--- src/rtl/mul12_pkg.sv ---
// Shared constants and state encoding for the nibble-serial 12x12 multiplier.
package mul12_pkg;

    localparam int NIBBLE_W = 4;
    localparam int NIBBLES  = 3;
    localparam int OP_W     = NIBBLE_W * NIBBLES;
    localparam int PROD_W   = 24;
    localparam int STEPS    = NIBBLES * NIBBLES;

    typedef enum logic [1:0] {
        IDLE = 2'd0,
        MUL  = 2'd1,
        DONE = 2'd2
    } state_t;

endpackage

--- src/rtl/mul12_seq_ctrl_if.sv ---
// Operand and product handshake bundle between a producer/consumer and mul12_seq_ctrl.
interface mul12_seq_ctrl_if;
    import mul12_pkg::*;

    logic              in_valid;
    logic              in_ready;
    logic [OP_W-1:0]   a;
    logic [OP_W-1:0]   b;
    logic              out_valid;
    logic              out_ready;
    logic [PROD_W-1:0] p;
    logic              busy;

    modport master (
        output in_valid, a, b, out_ready,
        input  in_ready, out_valid, p, busy
    );

    modport slave (
        input  in_valid, a, b, out_ready,
        output in_ready, out_valid, p, busy
    );

endinterface

--- src/rtl/mul12_seq_ctrl_mult4.sv ---
// Existing 4x4 unsigned partial-product unit, shared by all nine nibble steps.
module MULTIPLIER4BIT (
    input  logic [3:0] a,
    input  logic [3:0] b,
    output logic [7:0] p
);

    assign p = {4'b0, a} * {4'b0, b};

endmodule

--- src/rtl/mul12_seq_ctrl.sv ---
// Sequential 12x12 unsigned multiplier: one 4x4 multiplier stepped over nine
// nibble pairs, accumulating shifted partial products into a 24-bit result.
module mul12_seq_ctrl
    import mul12_pkg::*;
#(
    parameter bit ZERO_SKIP = 1'b0
) (
    input  logic            clk,
    input  logic            rst_n,
    mul12_seq_ctrl_if.slave bus
);

    localparam logic [1:0] LAST_IDX = 2'(NIBBLES - 1);

    state_t              state;
    logic [OP_W-1:0]     a_r;
    logic [OP_W-1:0]     b_r;
    logic [1:0]          i_cnt;
    logic [1:0]          j_cnt;
    logic [PROD_W-1:0]   acc;
    logic [PROD_W-1:0]   p_r;
    logic                in_ready_r;
    logic                out_valid_r;
    logic                busy_r;

    logic [NIBBLE_W-1:0] nib_a;
    logic [NIBBLE_W-1:0] nib_b;
    logic [7:0]          pp;
    logic [2:0]          pos_sum;
    logic [4:0]          shift_amt;
    logic [PROD_W-1:0]   term;
    logic [PROD_W-1:0]   acc_next;
    logic                zero_op;

    // Nibble selection reads only the registered operands, so live inputs never leak in.
    always_comb begin
        nib_a = a_r[3:0];
        nib_b = b_r[3:0];
        case (i_cnt)
            2'd1:    nib_a = a_r[7:4];
            2'd2:    nib_a = a_r[11:8];
            default: nib_a = a_r[3:0];
        endcase
        case (j_cnt)
            2'd1:    nib_b = b_r[7:4];
            2'd2:    nib_b = b_r[11:8];
            default: nib_b = b_r[3:0];
        endcase
    end

    MULTIPLIER4BIT u_mult4 (
        .a (nib_a),
        .b (nib_b),
        .p (pp)
    );

    assign pos_sum   = {1'b0, i_cnt} + {1'b0, j_cnt};
    assign shift_amt = {pos_sum, 2'b00};
    assign term      = {16'b0, pp} << shift_amt;
    assign acc_next  = acc + term;
    assign zero_op   = (bus.a == '0) || (bus.b == '0);

    always_ff @(posedge clk) begin
        if (!rst_n) begin
            state       <= IDLE;
            a_r         <= '0;
            b_r         <= '0;
            i_cnt       <= '0;
            j_cnt       <= '0;
            acc         <= '0;
            p_r         <= '0;
            in_ready_r  <= 1'b1;
            out_valid_r <= 1'b0;
            busy_r      <= 1'b0;
        end else begin
            case (state)
                IDLE: begin
                    if (bus.in_valid) begin
                        a_r        <= bus.a;
                        b_r        <= bus.b;
                        acc        <= '0;
                        i_cnt      <= '0;
                        j_cnt      <= '0;
                        in_ready_r <= 1'b0;
                        if (ZERO_SKIP && zero_op) begin
                            p_r         <= '0;
                            out_valid_r <= 1'b1;
                            state       <= DONE;
                        end else begin
                            busy_r <= 1'b1;
                            state  <= MUL;
                        end
                    end
                end
                // j walks B's nibbles fastest; the last pair publishes the sum directly.
                MUL: begin
                    acc <= acc_next;
                    if (i_cnt == LAST_IDX && j_cnt == LAST_IDX) begin
                        p_r         <= acc_next;
                        out_valid_r <= 1'b1;
                        busy_r      <= 1'b0;
                        state       <= DONE;
                    end else if (j_cnt == LAST_IDX) begin
                        j_cnt <= '0;
                        i_cnt <= i_cnt + 2'd1;
                    end else begin
                        j_cnt <= j_cnt + 2'd1;
                    end
                end
                DONE: begin
                    if (bus.out_ready) begin
                        out_valid_r <= 1'b0;
                        in_ready_r  <= 1'b1;
                        state       <= IDLE;
                    end
                end
                default: begin
                    state       <= IDLE;
                    in_ready_r  <= 1'b1;
                    out_valid_r <= 1'b0;
                    busy_r      <= 1'b0;
                end
            endcase
        end
    end

    assign bus.in_ready  = in_ready_r;
    assign bus.out_valid = out_valid_r;
    assign bus.p         = p_r;
    assign bus.busy      = busy_r;

endmodule

--- src/flat_wrapper.sv ---
// flat-port wrapper written by rule: the top's interface ports become plain ports
module mul12_seq_ctrl_flat import mul12_pkg::*;
#(
    parameter bit ZERO_SKIP = 1'b0
)
  (clk, rst_n, bus_in_valid, bus_a, bus_b, bus_out_ready, bus_in_ready, bus_out_valid, bus_p, bus_busy);
  mul12_seq_ctrl_if bus_i ();
  input  logic clk;
  input  logic rst_n;
  input wire logic [$bits(bus_i.in_valid)-1:0] bus_in_valid;
  input wire logic [$bits(bus_i.a)-1:0] bus_a;
  input wire logic [$bits(bus_i.b)-1:0] bus_b;
  input wire logic [$bits(bus_i.out_ready)-1:0] bus_out_ready;
  output wire logic [$bits(bus_i.in_ready)-1:0] bus_in_ready;
  output wire logic [$bits(bus_i.out_valid)-1:0] bus_out_valid;
  output wire logic [$bits(bus_i.p)-1:0] bus_p;
  output wire logic [$bits(bus_i.busy)-1:0] bus_busy;
  assign bus_i.in_valid = bus_in_valid;
  assign bus_i.a = bus_a;
  assign bus_i.b = bus_b;
  assign bus_i.out_ready = bus_out_ready;
  assign bus_in_ready = bus_i.in_ready;
  assign bus_out_valid = bus_i.out_valid;
  assign bus_p = bus_i.p;
  assign bus_busy = bus_i.busy;
  mul12_seq_ctrl #(.ZERO_SKIP(ZERO_SKIP)) u_core (.clk(clk), .rst_n(rst_n), .bus(bus_i));
endmodule
--- config.mk ---
export PLATFORM = sky130hd
export DESIGN_NAME = mul12_seq_ctrl_flat
export DESIGN_NICKNAME = d
export VERILOG_FILES = /design/src/rtl/mul12_pkg.sv /design/src/rtl/mul12_seq_ctrl_if.sv /design/src/rtl/mul12_seq_ctrl_mult4.sv /design/src/rtl/mul12_seq_ctrl.sv /design/src/flat_wrapper.sv
export SDC_FILE = /design/constraint.sdc
export NUM_CORES = 1
export LEC_CHECK = 0
export BUFFER_PORTS_ARGS = -buffer_cell sky130_fd_sc_hd__buf_2
export CAP_MARGIN = 25
export CORE_MARGIN = 2
export CORE_UTILIZATION = 45
export CTS_CLUSTER_SIZE = 25
export DETAILED_ROUTE_END_ITERATION = 7
export MAX_ROUTING_LAYER = met4
export PLACE_DENSITY = 0.7
export REMOVE_ABC_BUFFERS = 1
export SYNTH_ARGS = -nofsm -noshare
export SYNTH_HDL_FRONTEND = slang
export SYNTH_SLANG_ARGS = --single-unit
--- constraint.sdc ---
create_clock -name clk -period 10.17 [get_ports clk]
set_clock_uncertainty 0.2 [all_clocks]
set_input_delay 1.5255 -clock clk [delete_from_list [all_inputs] [get_ports clk]]
set_output_delay 1.5255 -clock clk [all_outputs]
set_load 0.02 [all_outputs]
==> results of run 1 <==
==> cells in the mapped netlist, types with 6 or more instances <==
library cell  instances  area share [%]
nand2_1             104             7.6
dfxtp_1              81              31
nor2_1               70             5.1
a21oi_1              66             6.4
ha_1                 41             9.9
clkbuf_1             31             2.3
o21ai_0              30             2.9
a22oi_1              21             3.1
inv_1                20             1.5
nand3_1              19             1.8
xor2_1               13             2.2
nand2b_1             12             1.5
nor3_1               11             1.1
or2_2                 9             1.1
a21o_1                7             1.0
fa_1                  6             2.3
xnor2_1               6             1.0
==> where the power goes <==
part | switching [mW] | internal, mW | leakage (nW) | total [mW]
sequential | 0.00536 | 0.326 | 0.657 | 0.331
combinational | 0.0499 | 0.0256 | 1.69 | 0.0754
clock | 0.135 | 0.205 | 0.148 | 0.339
total | 0.190 | 0.556 | 2.49 | 0.746
==> worst min-delay path, delay by kind of cell (launching register included) <==
kind | cells | cell delay, ns
AOI/OAI and AO/OA | 1 | 0.05
DFF | 1 | 0.30
and+or+nand+nor | 1 | 0.05
==> path summary, 6_finish.rpt <==
path / from / endpoint / slack [ns]
setup / recovery: u_core.j_cnt[1] / u_core.bus.p[23] / 3.78
hold / removal: u_core.bus.p[7] / u_core.bus.p[7] / 0.25
setup reg to reg: u_core.j_cnt[1] / u_core.bus.p[23] / 3.78
hold reg to reg: u_core.bus.p[7] / u_core.bus.p[7] / 0.25
==> per-stage QoR <==
step	std cells	power (mW)	util (%)	worst slack, ns
after global routing	841	0.777	51.4	3.33
final	841	0.746	51.4	3.78
after floorplan	621	0.385	-	4.56
after global placement	825	0.411	48.6	4.03
after CTS	841	0.753	51.4	3.82
after detailed placement	825	0.413	48.6	3.84
==> cell families (layout without fill, tap and decap cells) <==
| group | after synthesis | count (layout) |
|---|---|---|
| buffers and inverters | 55 | 97 |
| and+or+nand+nor | 266 | 266 |
| adders and majority gates | 47 | 47 |
| xor gates and xnor gates | 20 | 20 |
| muxes | 4 | 4 |
| AOI/OAI and AO/OA | 183 | 183 |
| DFF | 81 | 81 |
==> state kept, by name, indices dropped and copies added, names as in the netlist <==
signal / count
u_core.bus.p: 24
u_core.bus.busy: 1
u_core.acc: 24
u_core.j_cnt: 2
u_core.state: 2
u_core.i_cnt: 2
u_core.b_r: 12
u_core.bus.out_valid: 1
u_core.a_r: 12
u_core.bus.in_ready: 1
==> routing by layer <==
metal,vias to the layer above,GRT usage (%),wire (um)
met5,-,-,0
met4,0,7.82,252
met3,21,5.90,685
met2,137,37.4,6370
met1,2258,26.1,5840
li1,2395,-,-
==> final cells by class <==
class,instances,area share [%]
multi-input cells,520,56.8
flip-flops and latches,81,27.9
repair buffers,61,5.55
clock buffers,11,4.34
well taps,143,3.07
inverters,20,1.29
clock inverters,5,1.07
==> flow_metrics.tcl, run 1 <==
set metrics [dict create \
    outcome "complete, no violations" \
    cts_buffers 9 \
    final_common_cell "nand2_1" \
    antennaDiodeCount 0 \
    rows 39 \
    routed_via_density 5.72 \
    cp-start-kind "flop" \
    worst-path-max-fanout 10 \
    path_depth 24 \
    regArea_mm2 0.00162 \
    ir_worst_vdd_mv 0.123 \
    timing.final.hold_violations 0 \
    clock_sinks 81 \
    cp_slowest_cell "fa_1" \
    cts_tree "built" \
    tns_ns 0 \
    syn_avg_cell_area_um2 7.86 \
    core_area_mm2 0.0113 \
    holdWs_ns 0.250 \
    die_area_mm2 0.0123 \
    async_flop_share_pct 0 \
    synth_top_family_by_area "simple AND/OR/NAND/NOR gates" \
    hold_path_depth 2 \
    crit_path_end_kind "flop" \
    worst_slew_pin_slew_ns 0.810 \
    synth_flop_cell "dfxtp_1" \
    cp_cell_sequence "ha_1 > a22oi_1 > nand2_1 > o21ai_0 > or2_2 > fa_1 > inv_1 > fa_1 > inv_1 > fa_1 > nor2_1 > o21ai_0 > nand2b_1 > xor2_1 > mux2i_1 > nor2_1 > ha_1 > a21oi_1 > o21ai_0 > and2_1 > a211o_1 > nor2_1 > xor3_1 > a21oi_1" \
    nets 768 \
    yosys_warnings 0 \
    die_w_um 111 \
    area_delta_synth_final_pct 12.8 \
    cts-root-buf "clkbuf_16" \
    drv_cap 0 \
    multi_input_area_mm2 0.00331 \
    avgRoutedWirePerCell_um 15.6 \
    p_per_area_mw_per_mm2 128 \
    synth_cell_types 66 \
    initial_core_util_pct 45.6 \
    portBuffers 54 \
    dr_total_vias 4811 \
    layout-drive-gt1-share_pct 14.5 \
    yosys.area_share.simple_pct 24.1 \
    max_stage_delay_ns 0.56 \
    power.leakage_nw 2.49 \
    fin_crit_ns 6.39 \
    fp.dieH_um 111 \
    rr_worst_depth 24 \
    cp.arrival_ns 6.47 \
    yosys.area_share.adder_pct 12.3 \
    synth_compound_area_share_pct 23.3 \
    antenna_found_initial 0 \
    grt_setup_unrepaired "false" \
    drt_pre_antenna_iters 5 \
    cts_max_level 3 \
    design.portCount 55 \
    grt_pass1_vias 4597 \
    clk_latency_ns 0.35 \
    crit_buf_inv 2 \
    muxShareOfSynthArea_pct 0.800 \
    worstPathRequired_ns 10.25 \
    drt.antenna.violating_nets 0 \
    hpwlAfterDp_um 9690 \
    post_cts_resized 0 \
    grt_max_degree 60 \
    grt_pass1_wl_um 22000 \
    setup_violations 0 \
    drcViolationCount 0 \
    placed_cell_area_mm2 0.00551 \
    post_synth_xor_area_fraction_pct 3.69 \
    ctsHoldBuffers 0 \
    post-route-period-util_pct 62.8 \
    hold_class "flop to flop" \
    cts_max_path_buffers 2 \
    synthesis.area_mm2 0.00516 \
    synthCells 656 \
    synth_edf_count 0 \
    path_class "flop to flop" \
    fillers 1074 \
    postCtsSetupRepairBufs 0 \
    slew_violations 0 \
    layout_common_cells "nand2_1, dfxtp_1, nor2_1, a21oi_1, buf_2" \
    gr-usage-all-layers_pct 22.4 \
    cp_top_family "adder cells" \
    ys_ff_latch 81 \
    drt_iter0_markers 291 \
    routed_wl_um 13100 \
    clk_pin_slew_ns 0.06 \
    yosysSeqAreaShare_pct 31.4 \
    slew_headroom_pct 46.0 \
    fin_area_mm2 0.00582 \
    grt.overflow.total 0 \
    max_freq_mhz 156 \
    routabilityCongestion 0.915 \
]
(Power assumes the default switching activity.)
==> run 2, diff against run 1 <==
==> constraint.sdc (replaced) <==
create_clock -name clk -period 6.42 [get_ports clk]
set_clock_uncertainty 0.2 [all_clocks]
set_input_delay 0.963 -clock clk [delete_from_list [all_inputs] [get_ports clk]]
set_output_delay 0.963 -clock clk [all_outputs]
set_load 0.02 [all_outputs]
==> flow_metrics.tcl, run 2 (synthesis gave the netlist of run 1 again) <==
set metrics [dict create \
    outcome "complete, no violations" \
    tns_ns 0 \
    slew_violations 0 \
    r2r_setup_slack_ns 0.38 \
    cts_buffers 9 \
    portBuffers 54 \
    p_per_area_mw_per_mm2 196 \
    clk_pin_slew_ns 0.06 \
    hpwlAfterDp_um 9610 \
    setup_violations 0 \
    power.internal_mw 0.859 \
    cp-start-kind "flop" \
    netSwitchingPower_mw 0.301 \
    cp.arrival_ns 6.12 \
    cts_tree "built" \
    grt_pass1_wl_um 22000 \
    path_class "flop to flop" \
    die_area_mm2 0.0123 \
    rr_worst_depth 26 \
    crit_path_end_kind "flop" \
    cts_max_level 3 \
    rows 39 \
    hold_class "flop to flop" \
    die_w_um 111 \
    swShare_pct 26.0 \
    gr-usage-all-layers_pct 22.3 \
    drt_iter0_markers 245 \
    cp-startpoint "u_core.i_cnt[1]" \
    grt_setup_unrepaired "false" \
    worst-path-max-fanout 5 \
    drt_pre_antenna_iters 5 \
    antennaDiodeCount 0 \
    cts_max_path_buffers 2 \
    slew_headroom_pct 41.4 \
    dp_worst_setup_slack_ns 0.138 \
    power.leakage_nw 2.52 \
    worst_slew_pin_slew_ns 0.879 \
    fp.dieH_um 111 \
    grt_max_degree 60 \
    routed_wl_um 13400 \
    p_seq_share_pct 45.2 \
    routed_via_density 5.73 \
    drt.antenna.violating_nets 0 \
    critPathCapture "u_core.acc[17]" \
    routabilityCongestion 0.918 \
    holdWs_ns 0.252 \
    reg2reg_to "u_core.acc[17]" \
    setup_ws_ns 0.377 \
    cts-root-buf "clkbuf_16" \
    grt_pass1_vias 4562 \
    design.portCount 55 \
    core_area_mm2 0.0113 \
    clk_latency_ns 0.35 \
    ir_worst_vdd_mv 0.185 \
    drv_cap 0 \
    fin_cells 844 \
    post-route-period-util_pct 94.1 \
    layout_common_cells "nand2_1, dfxtp_1, nor2_1, a21oi_1, buf_2" \
    power.total_mw 1.16 \
    clock_sinks 81 \
    layout-drive-gt1-share_pct 16.7 \
    worstPathRequired_ns 6.50 \
    area_delta_synth_final_pct 14.7 \
    nets 771 \
    final_common_cell "nand2_1" \
    antenna_found_initial 0 \
    drcViolationCount 0 \
    rr_startpoint "u_core.i_cnt[1]" \
    avgRoutedWirePerCell_um 15.9 \
    combinationalPowerShare_pct 10.7 \
    fin_crit_ns 6.04 \
    placed_cells 826 \
    grt.overflow.total 0 \
    initial_core_util_pct 45.6 \
    max_freq_mhz 165 \
    clkPwrFrac_pct 44.1 \
    timing.final.hold_violations 0 \
    dr_total_vias 4835 \
]
==> run 2: how the worst min path moves through the flow <==
stage,from,end,slack [ns],cells after the start
floorplan,u_core.acc[20],u_core.acc[20],0.23,2
detailed placement,u_core.bus.p[3],u_core.bus.p[3],0.24,2
global route,u_core.b_r[10],u_core.b_r[10],0.27,2
global placement,u_core.bus.p[11],u_core.bus.p[11],0.24,2
CTS,u_core.bus.p[3],u_core.bus.p[3],0.25,2
finish,u_core.bus.p[4],u_core.bus.p[4],0.25,2
==> run 2: power by group through the flow <==
stage | Sequential (mW) | Clock, mW | Combinational [mW]
2_1_floorplan | 0.534 | 0 | 0.0763
3_3_place_gp | 0.535 | 0 | 0.116
3_5_place_dp | 0.535 | 0 | 0.119
4_1_cts | 0.524 | 0.521 | 0.121
5_1_grt | 0.526 | 0.541 | 0.139
6_report | 0.525 | 0.512 | 0.124
==> run 2: stage by stage <==
step	instance area [um2]	util, %
after floorplan	5000	-
after global placement	5510	48.7
after detailed placement	5510	48.7
after CTS	5800	51.2
after global routing	5920	52.3
final	5920	52.3
==> run 2: cell type report <==
class                      instances  area, um2
clock inverter                     5       56.3
fill                            1092       5400
timing repair buffer              64        345
sequential                        81       1620
inverter                          20       75.1
clock buffer                      11        233
tap                              143        179
multi-input combinational        520       3410
==> run 2: timing repair <==
action                     4_1_cts  5_1_grt
setup endpoints to repair        0       26
hold buffers                     0        0
resized for setup                0       26
buffers inserted                 0        2
==> run 2: per-layer routing <==
metal	vias up	wire length, um	track usage (%)
met4	0	413	10.8
met1	2268	5910	27.5
met2	123	6410	35.3
met5	-	0	-
met3	34	667	4.21
li1	2410	-	-
==> run 2: worst max-delay path, stage by stage, from the launching register on <==
cell and delay, ns:
dfxtp_1 0.38, inv_1 0.10, ha_1 0.24, a22oi_1 0.11
nor2_1 0.14, a21oi_2 0.08, or2_2 0.32, fa_1 0.50
inv_1 0.05, fa_1 0.50, ha_1 0.32, a21oi_2 0.17
o21ai_1 0.12, a21oi_1 0.20, xor2_1 0.23, nor2_1 0.06
nor2_1 0.18, nor2_1 0.09, ha_1 0.36, nand2_1 0.09
o21a_1 0.23, or3_4 0.42, a21boi_2 0.17, o211ai_1 0.19
buf_4 0.19, a211o_1 0.28, nand3_1 0.06
